File: config.mk
export PLATFORM = sky130hd
export DESIGN_NAME = axil_arb_2to1
export DESIGN_NICKNAME = d
export VERILOG_FILES = /design/src/rtl/axil_arb_2to1.sv
export SDC_FILE = /design/constraint.sdc
export NUM_CORES = 1
export LEC_CHECK = 0
export ABC_CLOCK_PERIOD_IN_PS = 2200
export BUFFER_PORTS_ARGS = -buffer_cell sky130_fd_sc_hd__buf_4
export CORE_AREA = 2 2 141 143
export DETAILED_ROUTE_END_ITERATION = 6
export DIE_AREA = 0 0 143 145
export HOLD_SLACK_MARGIN = 0.1
export SYNTH_ARGS = -nofsm -noshare
export SYNTH_HDL_FRONTEND = slang
export SYNTH_SLANG_ARGS = --single-unit
File: constraint.sdc
create_clock -name clk -period 2.2 [get_ports clk]
set_clock_uncertainty 0.2 [all_clocks]
set_input_delay 0.22 -clock clk [delete_from_list [all_inputs] [get_ports clk]]
set_output_delay 0.22 -clock clk [all_outputs]
set_load 0.1 [all_outputs]
File: src/rtl/axil_arb_2to1.sv
// Two-master to one-slave AXI4-Lite arbiter; write and read paths arbitrated independently, one outstanding txn per path.
// Latency: grant registered one cycle after the request is seen in IDLE; payload and handshakes then pass combinationally.
// Backpressure: readies/valids pass straight through to the granted master only; the others see 0 until the grant returns.
// Build option AXIL_ARB_RR_EN: round-robin tie-break on last-grant pointers; undefined gives fixed priority to master 0.
module axil_arb_2to1 #(
    parameter int DATA_WIDTH = 32,
    parameter int ADDR_WIDTH = 16,
    parameter int STRB_WIDTH = DATA_WIDTH / 8
) (
    input  logic                      clk,
    input  logic                      rst,

    input  logic [2*ADDR_WIDTH-1:0]   s_axil_awaddr,
    input  logic [5:0]                s_axil_awprot,
    input  logic [1:0]                s_axil_awvalid,
    output logic [1:0]                s_axil_awready,
    input  logic [2*DATA_WIDTH-1:0]   s_axil_wdata,
    input  logic [2*STRB_WIDTH-1:0]   s_axil_wstrb,
    input  logic [1:0]                s_axil_wvalid,
    output logic [1:0]                s_axil_wready,
    output logic [3:0]                s_axil_bresp,
    output logic [1:0]                s_axil_bvalid,
    input  logic [1:0]                s_axil_bready,
    input  logic [2*ADDR_WIDTH-1:0]   s_axil_araddr,
    input  logic [5:0]                s_axil_arprot,
    input  logic [1:0]                s_axil_arvalid,
    output logic [1:0]                s_axil_arready,
    output logic [2*DATA_WIDTH-1:0]   s_axil_rdata,
    output logic [3:0]                s_axil_rresp,
    output logic [1:0]                s_axil_rvalid,
    input  logic [1:0]                s_axil_rready,

    output logic [ADDR_WIDTH-1:0]     m_axil_awaddr,
    output logic [2:0]                m_axil_awprot,
    output logic                      m_axil_awvalid,
    input  logic                      m_axil_awready,
    output logic [DATA_WIDTH-1:0]     m_axil_wdata,
    output logic [STRB_WIDTH-1:0]     m_axil_wstrb,
    output logic                      m_axil_wvalid,
    input  logic                      m_axil_wready,
    input  logic [1:0]                m_axil_bresp,
    input  logic                      m_axil_bvalid,
    output logic                      m_axil_bready,
    output logic [ADDR_WIDTH-1:0]     m_axil_araddr,
    output logic [2:0]                m_axil_arprot,
    output logic                      m_axil_arvalid,
    input  logic                      m_axil_arready,
    input  logic [DATA_WIDTH-1:0]     m_axil_rdata,
    input  logic [1:0]                m_axil_rresp,
    input  logic                      m_axil_rvalid,
    output logic                      m_axil_rready
);

    localparam logic [1:0] W_IDLE = 2'd0;
    localparam logic [1:0] W_FWD  = 2'd1;
    localparam logic [1:0] W_RESP = 2'd2;

    localparam logic [1:0] R_IDLE = 2'd0;
    localparam logic [1:0] R_FWD  = 2'd1;
    localparam logic [1:0] R_RESP = 2'd2;

    logic [1:0] w_state;
    logic       wg;
    logic       aw_done;
    logic       w_done;
    logic [1:0] r_state;
    logic       rg;

    logic       w_pick;
    logic       r_pick;
    logic       aw_hs;
    logic       w_hs;
    logic       b_hs;
    logic       ar_hs;
    logic       r_hs;

    assign aw_hs = m_axil_awvalid & m_axil_awready;
    assign w_hs  = m_axil_wvalid & m_axil_wready;
    assign b_hs  = m_axil_bvalid & m_axil_bready;
    assign ar_hs = m_axil_arvalid & m_axil_arready;
    assign r_hs  = m_axil_rvalid & m_axil_rready;

`ifdef AXIL_ARB_RR_EN
    logic w_ptr;
    logic r_ptr;

    // Tie goes to the master that was not granted last; a lone requester always wins.
    always_comb begin
        w_pick = s_axil_awvalid[1];
        r_pick = s_axil_arvalid[1];
        if (&s_axil_awvalid) begin
            w_pick = ~w_ptr;
        end
        if (&s_axil_arvalid) begin
            r_pick = ~r_ptr;
        end
    end

    // Last-grant pointers advance when a path's response handshakes; reset to 1 so master 0 wins the first tie.
    always_ff @(posedge clk) begin
        if (rst) begin
            w_ptr <= 1'b1;
            r_ptr <= 1'b1;
        end else begin
            if (w_state == W_RESP && b_hs) begin
                w_ptr <= wg;
            end
            if (r_state == R_RESP && r_hs) begin
                r_ptr <= rg;
            end
        end
    end
`else
    // Fixed priority: master 1 is picked only when it requests alone.
    always_comb begin
        w_pick = (s_axil_awvalid == 2'b10);
        r_pick = (s_axil_arvalid == 2'b10);
    end
`endif

    // Write path: grant on AW request, forward AW/W in any order, hold grant until B handshakes.
    always_ff @(posedge clk) begin
        if (rst) begin
            w_state <= W_IDLE;
            wg      <= 1'b0;
            aw_done <= 1'b0;
            w_done  <= 1'b0;
        end else begin
            case (w_state)
                W_IDLE: begin
                    if (|s_axil_awvalid) begin
                        wg      <= w_pick;
                        w_state <= W_FWD;
                    end
                end
                W_FWD: begin
                    if (aw_hs) begin
                        aw_done <= 1'b1;
                    end
                    if (w_hs) begin
                        w_done <= 1'b1;
                    end
                    if ((aw_done | aw_hs) && (w_done | w_hs)) begin
                        w_state <= W_RESP;
                    end
                end
                W_RESP: begin
                    if (b_hs) begin
                        w_state <= W_IDLE;
                        aw_done <= 1'b0;
                        w_done  <= 1'b0;
                    end
                end
                default: begin
                    w_state <= W_IDLE;
                    aw_done <= 1'b0;
                    w_done  <= 1'b0;
                end
            endcase
        end
    end

    // Read path: grant on AR request, forward AR, hold grant until R handshakes.
    always_ff @(posedge clk) begin
        if (rst) begin
            r_state <= R_IDLE;
            rg      <= 1'b0;
        end else begin
            case (r_state)
                R_IDLE: begin
                    if (|s_axil_arvalid) begin
                        rg      <= r_pick;
                        r_state <= R_FWD;
                    end
                end
                R_FWD: begin
                    if (ar_hs) begin
                        r_state <= R_RESP;
                    end
                end
                R_RESP: begin
                    if (r_hs) begin
                        r_state <= R_IDLE;
                    end
                end
                default: begin
                    r_state <= R_IDLE;
                end
            endcase
        end
    end

    // Write handshake steering: only the granted slot sees ready/valid; done flags stop a second AW or W.
    always_comb begin
        s_axil_awready = 2'b00;
        s_axil_wready  = 2'b00;
        s_axil_bvalid  = 2'b00;
        m_axil_awvalid = 1'b0;
        m_axil_wvalid  = 1'b0;
        m_axil_bready  = 1'b0;
        if (w_state == W_FWD) begin
            m_axil_awvalid     = s_axil_awvalid[wg] & ~aw_done;
            s_axil_awready[wg] = m_axil_awready & ~aw_done;
            m_axil_wvalid      = s_axil_wvalid[wg] & ~w_done;
            s_axil_wready[wg]  = m_axil_wready & ~w_done;
        end
        if (w_state == W_RESP) begin
            s_axil_bvalid[wg] = m_axil_bvalid;
            m_axil_bready     = s_axil_bready[wg];
        end
    end

    // Read handshake steering, same scheme as the write path.
    always_comb begin
        s_axil_arready = 2'b00;
        s_axil_rvalid  = 2'b00;
        m_axil_arvalid = 1'b0;
        m_axil_rready  = 1'b0;
        if (r_state == R_FWD) begin
            m_axil_arvalid     = s_axil_arvalid[rg];
            s_axil_arready[rg] = m_axil_arready;
        end
        if (r_state == R_RESP) begin
            s_axil_rvalid[rg] = m_axil_rvalid;
            m_axil_rready     = s_axil_rready[rg];
        end
    end

    // Payload muxes follow the registered grant; responses fan out to both slots, gated only by valid.
    assign m_axil_awaddr = wg ? s_axil_awaddr[ADDR_WIDTH +: ADDR_WIDTH] : s_axil_awaddr[0 +: ADDR_WIDTH];
    assign m_axil_awprot = wg ? s_axil_awprot[5:3] : s_axil_awprot[2:0];
    assign m_axil_wdata  = wg ? s_axil_wdata[DATA_WIDTH +: DATA_WIDTH] : s_axil_wdata[0 +: DATA_WIDTH];
    assign m_axil_wstrb  = wg ? s_axil_wstrb[STRB_WIDTH +: STRB_WIDTH] : s_axil_wstrb[0 +: STRB_WIDTH];
    assign m_axil_araddr = rg ? s_axil_araddr[ADDR_WIDTH +: ADDR_WIDTH] : s_axil_araddr[0 +: ADDR_WIDTH];
    assign m_axil_arprot = rg ? s_axil_arprot[5:3] : s_axil_arprot[2:0];

    assign s_axil_bresp  = {2{m_axil_bresp}};
    assign s_axil_rdata  = {2{m_axil_rdata}};
    assign s_axil_rresp  = {2{m_axil_rresp}};

endmodule

# Yosys cells after proc, flatten, opt, wreduce, memory -nomap -nowiden

Index checks and enable logic that the tools add are counted.

Output and inout port bits: 161
Input bits: 201
Flip-flop bits (word level): 8
Word-level logic and storage cells: 99

Reduce and logical (&&, ||, !) cells: 13
Order comparisons: 4
Mux-type cells: 43
Bitwise logic cells: 19
Equality and inequality tests: 14

Operators with widths:

| operator                                                    | count |
|---|---|
| two-way mux 16 bit                                          | 2 |
| two-way mux 32 bit                                          | 1 |
| two-way mux 2 bit                                           | 11 |
| two-way mux 1 bit                                           | 20 |
| inequality test 2 bit (second input constant)               | 8 |
| one-hot mux 2 bit (3 select lines)                          | 2 |
| AND reduction 3 bit                                         | 4 |
| bitwise AND 2 bit                                           | 5 |
| bitwise AND 1 bit                                           | 9 |
| == test 2 bit (second input constant)                       | 4 |
| two-way mux 3 bit                                           | 2 |
| one-hot mux 1 bit (3 select lines)                          | 2 |
| == test 2 x 1 -> 1 bit (second input constant)              | 2 |
| zero test 2 bit                                             | 2 |
| less-than comparator 1 x 2 -> 1 bit (second input constant) | 2 |
| two-way mux 4 bit                                           | 1 |
| AND reduction 2 bit                                         | 2 |
| OR reduction 2 bit                                          | 2 |
| logical AND 1 bit                                           | 3 |
| NOT 1 bit                                                   | 3 |
| demux 1 bit (select 1 bit)                                  | 2 |
| greater-or-equal comparator 1 bit (second input constant)   | 2 |
| bitwise OR 1 bit                                            | 2 |

# Depth between registers and ports, before layout

Word-level depth: 9
Depth in mapped cells: 4
Depth with buffers taken out: 3

# Worst setup path before layout

Ideal clock, no wire load.

Path type: reg2out
Start: reg wg
End: out s_axil_bvalid[1]
Path buffers: 2
Data arrival time: 2,892 ps
Slack: -1,112 ps
Stages on the path, launching flop included: 5
Required time: 1,780 ps
Path through: dfxtp_1 buf_6 clkbuf_1 inv_1 nor3_1

Word-level cells in the longest chain between the ends: 6
Elaborated cells on any way between the ends: 7
Classes of those cells: 2 x order compare; 3 x mux; 1 x bitwise; 1 x reduce/logical

Ends and longest elaborated chain:

| what                                                                                                           | RTL line | text |
|---|---|---|
| from (decl)                                                                                                    | 63       | `logic wg;` |
| from (signal assigned)                                                                                         | 132      | `wg <= w_pick;` |
| less-than comparator 1 x 2 -> 1 bit (not written as such) or greater-or-equal comparator 1 bit (tied branches) | 208      | `s_axil_bvalid[wg] = m_axil_bvalid;` |
| logical AND 1 bit (not written as such)                                                                        | 208      |  |
| two-way mux 1 bit (not written as such)                                                                        | 208      |  |
| demux 1 bit (select 1 bit) (*)                                                                                 | 208      |  |
| bitwise AND 2 bit (no source line) (*)                                                                         | --       |  |
| two-way mux 2 bit (*)                                                                                          | 207      | `if (w_state == W_RESP) begin` |
| to (decl)                                                                                                      | 22       | `output logic [1:0] s_axil_bvalid,` |

Mark *: on every way between the ends. The rest lies on a longest branch, timed or not.

# Worst setup path in the final report

Start: in s_axil_arvalid[0]
End: reg r_state[1]

Word-level cells in the longest chain between the ends: 6
Elaborated cells on any way between the ends: 8
Classes of those cells: 2 x eq/ne; 3 x mux; 1 x bitwise; 2 x reduce/logical

Ends and longest elaborated chain:

| what                                                 | RTL line | text |
|---|---|---|
| from (decl)                                          | 26       | `input logic [1:0] s_axil_arvalid,` |
| two-way mux 1 bit (not written as such) (2 in a row) | 220      | `m_axil_arvalid = s_axil_arvalid[rg];` |
| two-way mux 1 bit                                    | 219      | `if (r_state == R_FWD) begin` |
| bitwise AND 1 bit                                    | 80       | `assign ar_hs = m_axil_arvalid & m_axil_arready;` |
| inequality test 2 bit (no source line)               | --       |  |
| AND reduction 3 bit (no source line) (*)             | --       |  |
| to (signal assigned)                                 | 166      | `r_state <= R_IDLE;` |
| to (signal assigned)                                 | 173      | `r_state <= R_FWD;` |
| to (signal assigned)                                 | 187      | `r_state <= R_IDLE;` |
| to (decl)                                            | 66       | `logic [1:0] r_state;` |

Mark *: on every way between the ends. The rest lies on a longest branch, timed or not. The select of a mux whose other input is x is not followed.
A chain may end at the register's enable or synchronous reset.

==> results.py <==
metrics = {
    "run_status": {
        "status": "finished clean",
    },
    "clocking": {
        "cts.path.max_buffers": 2,
        "clk-insertion-delay-late_ps": 240,
        "post-cts-setup-buffers": 0,
        "cts_sinks": 8,
        "root_buffer": "clkbuf_16",
        "cts_tree": "yes",
        "clk_pin_slew_ps": 40,
        "numCtsBuffers": 3,
        "htreeDepth": 1,
    },
    "finish": {
        "fillers": 2141,
        "multi_input_area_mm2": 0.00124,
        "diodes": 0,
        "final_area_mm2": 0.00384,
        "drive_above_1_share_pct": 84.6,
        "final_cell_mix": "buf_4 (254), mux2_2 (74), dfxtp_1 (7), dlygate4sd3_1 (7), nor2_1 (6)",
        "final_common_cell": "buf_4",
        "postLayoutCoreUtil_pct": 20.0,
        "area_delta_synth_final_pct": 94.7,
        "seq_area_um2": 161,
        "layout.nets": 613,
    },
    "setup_path": {
        "critPathMaxStageDelay_ps": 570,
        "worst_path_max_delay_cell": "dlygate4sd3_1",
        "crit_chain": "dlygate4sd3_1, buf_4, mux2i_1, or2_2, a221oi_2, dlygate4sd3_1",
        "critPathRequiredTime_ps": 2180,
        "cp-end-kind": "register",
        "critPathMaxFanout": 3,
        "crit_arrival_ps": 2050,
        "r2r_cells": 5,
        "crit_type": "input pin to register",
        "worstSetupStartpointType": "input pin",
        "path_common_cell": "dlygate4sd3_1",
    },
    "timing": {
        "setup_ws_ps": 134,
        "worst_pin_slew_ps": 409,
        "finalMaxSlewViolations": 0,
        "period_share_pct": 93.9,
        "rsz0062_at_grt": "false",
        "tns_ps": 0,
        "setup_viol": 0,
        "fin_hold_ws_ps": 106,
        "hold_violations": 0,
        "max_slew_margin_pct": 72.0,
        "finalCriticalPeriod_ps": 2070,
        "fmax_mhz": 484,
    },
    "min_path": {
        "hp-class": "input pin to register",
        "min_path_cells": 3,
    },
    "placement": {
        "routabilityCongestion": 0.739,
        "numPortBuffers": 253,
        "hpwl_mm": 7.63,
        "dpl-instance-area_mm2": 0.00368,
        "place_ws_ps": 387,
    },
    "route": {
        "drt_first_pass_iters": 4,
        "antenna_left": 0,
        "wl_per_cell_um": 13.0,
        "vias_per_cell": 3.35,
        "vias": 2262,
        "drtIter0Drc": 54,
        "post-route-drc-count": 0,
        "drt_wl_total_mm": 8.78,
    },
    "pwr": {
        "vdd_drop_max_mv": 0.184,
        "seq_power_share_pct": 7.4,
        "p_clk_share_pct": 12.9,
        "powerDensity_mw_per_mm2": 653,
        "combPwrFrac_pct": 79.7,
        "p_leak_uw": 0.00179,
        "intPower_uw": 983,
        "switching_power_uw": 1520,
        "p_sw_share_pct": 60.8,
    },
    "global_routing": {
        "globalRouteTotalUtil_pct": 7.71,
        "grt_pass1_wl_mm": 12.5,
        "grt_max_degree": 50,
        "grt_pass1_vias": 2216,
        "globalRouteOverflowTotal": 0,
        "grt_antenna_before_repair": 0,
    },
    "die": {
        "dieArea_mm2": 0.0207,
        "start_util_pct": 10.3,
        "die_h_um": 145,
        "rows": 51,
        "core_area_mm2": 0.0192,
        "die_w_um": 143,
        "ios": 362,
    },
    "logic_synthesis": {
        "synth_flop_cell": "dfxtp_1",
        "yosys_warnings": 0,
        "synth_seq_area_share_pct": 8.13,
        "ys_seq_elements": 8,
        "async_reset_ff_share_pct": 0,
        "synthCells": 227,
        "synth.avg_cell_area_um2": 8.68,
        "ys_types": 30,
        "synth_edf_count": 0,
        "synthesis.nets": 428,
        "synth_area_mm2": 0.00197,
    },
    "run": {
        "maxCapViolCount": 0,
    },
}
==> final timing paths <==
path	endpoint	slack (ps)	startpoint
min reg2reg	r_state[0]$_SDFFE_PP0P_	320	r_state[1]$_SDFFE_PP0P_
min	w_state[1]$_SDFFE_PP0P_	110	m_axil_bvalid
max reg2reg	r_state[1]$_SDFFE_PP0P_	150	rg$_SDFFE_PP0P_
max	r_state[1]$_SDFFE_PP0P_	130	s_axil_arvalid[0]
==> cells in the mapped netlist (2+ instances only) <==
| cell type | instances | share of area [%] |
|---|---|---|
| mux2_2 | 74 | 42 |
| buf_4 | 72 | 27 |
| nor2_1 | 10 | 1.9 |
| buf_2 | 8 | 2.0 |
| dfxtp_1 | 8 | 8.1 |
| nor3_1 | 7 | 1.8 |
| inv_1 | 5 | 0.95 |
| and3_1 | 4 | 1.3 |
| mux2i_1 | 4 | 2.0 |
| nand2b_1 | 4 | 1.3 |
| a211oi_1 | 3 | 1.1 |
| nor2b_1 | 3 | 0.95 |
| o21ai_0 | 3 | 0.76 |
| a21oi_1 | 2 | 0.51 |
| a31oi_1 | 2 | 0.63 |
| nand2_1 | 2 | 0.38 |
| nand3b_1 | 2 | 0.76 |
| nor3b_1 | 2 | 0.76 |
==> critical path: cells and delay by family <==
family / cells / cell delay (ps)
AOI/OAI and AO/OA: 1 / 210
buffers and inverters: 3 / 1210
muxes: 1 / 100
and+or+nand+nor: 1 / 310
==> per-stage QoR <==
stage               cells  power, µW
global route          675       2600
detailed placement    665       2180
global placement      665       2170
floorplan             227       2300
finish                675       2510
CTS                   675       2530
==> per-layer routing <==
metal | track usage, % | wire [µm] | part of all wire [%] | vias to the layer above
met5 | 0 | 0 | 0 | -
met4 | 2.72 | 190 | 2.2 | 0
met3 | 2.77 | 961 | 11 | 31
met2 | 13.4 | 4340 | 49 | 132
met1 | 8.60 | 3290 | 37 | 1011
li1 | - | - | - | 1088
==> cells by family (layout without fill, tap and decap cells) <==
group,count (synthesis),in the layout,share of synthesized area (%)
and+or+nand+nor,36,36,9.71
DFF,8,8,8.13
AOI/OAI and AO/OA,16,16,5.71
muxes,79,79,45.1
buffers and inverters,88,271,31.4
==> sequential cells by signal, indices dropped and copies added, names as in the netlist <==
name,count
w_state,2
rg,1
w_done,1
aw_done,1
r_state,2
wg,1
==> power groups by stage <==
stage          Combinational (µW)  Sequential (µW)  Clock, µW
2_1_floorplan                2120              177          0
5_1_grt                      2060              190        345
6_report                     2000              186        324
4_1_cts                      2010              185        341
3_3_place_gp                 1980              187          0
3_5_place_dp                 1990              188          0
==> final cells by class <==
| cell class | count | share of cell area, % |
|---|---|---|
| well taps | 265 | 8.64 |
| multi-input cells | 131 | 32.3 |
| flip-flops and latches | 8 | 4.21 |
| clock buffers | 3 | 1.96 |
| repair buffers | 263 | 52.4 |
| inverters | 5 | 0.489 |
==> timing repair <==
item,4_1_cts,5_1_grt
gates resized for setup,0,3
endpoints found under the hold margin,7,0
hold buffers,7,0
endpoints found under the setup margin,0,1
No activity file was read; power rests on OpenSTA's default activity.
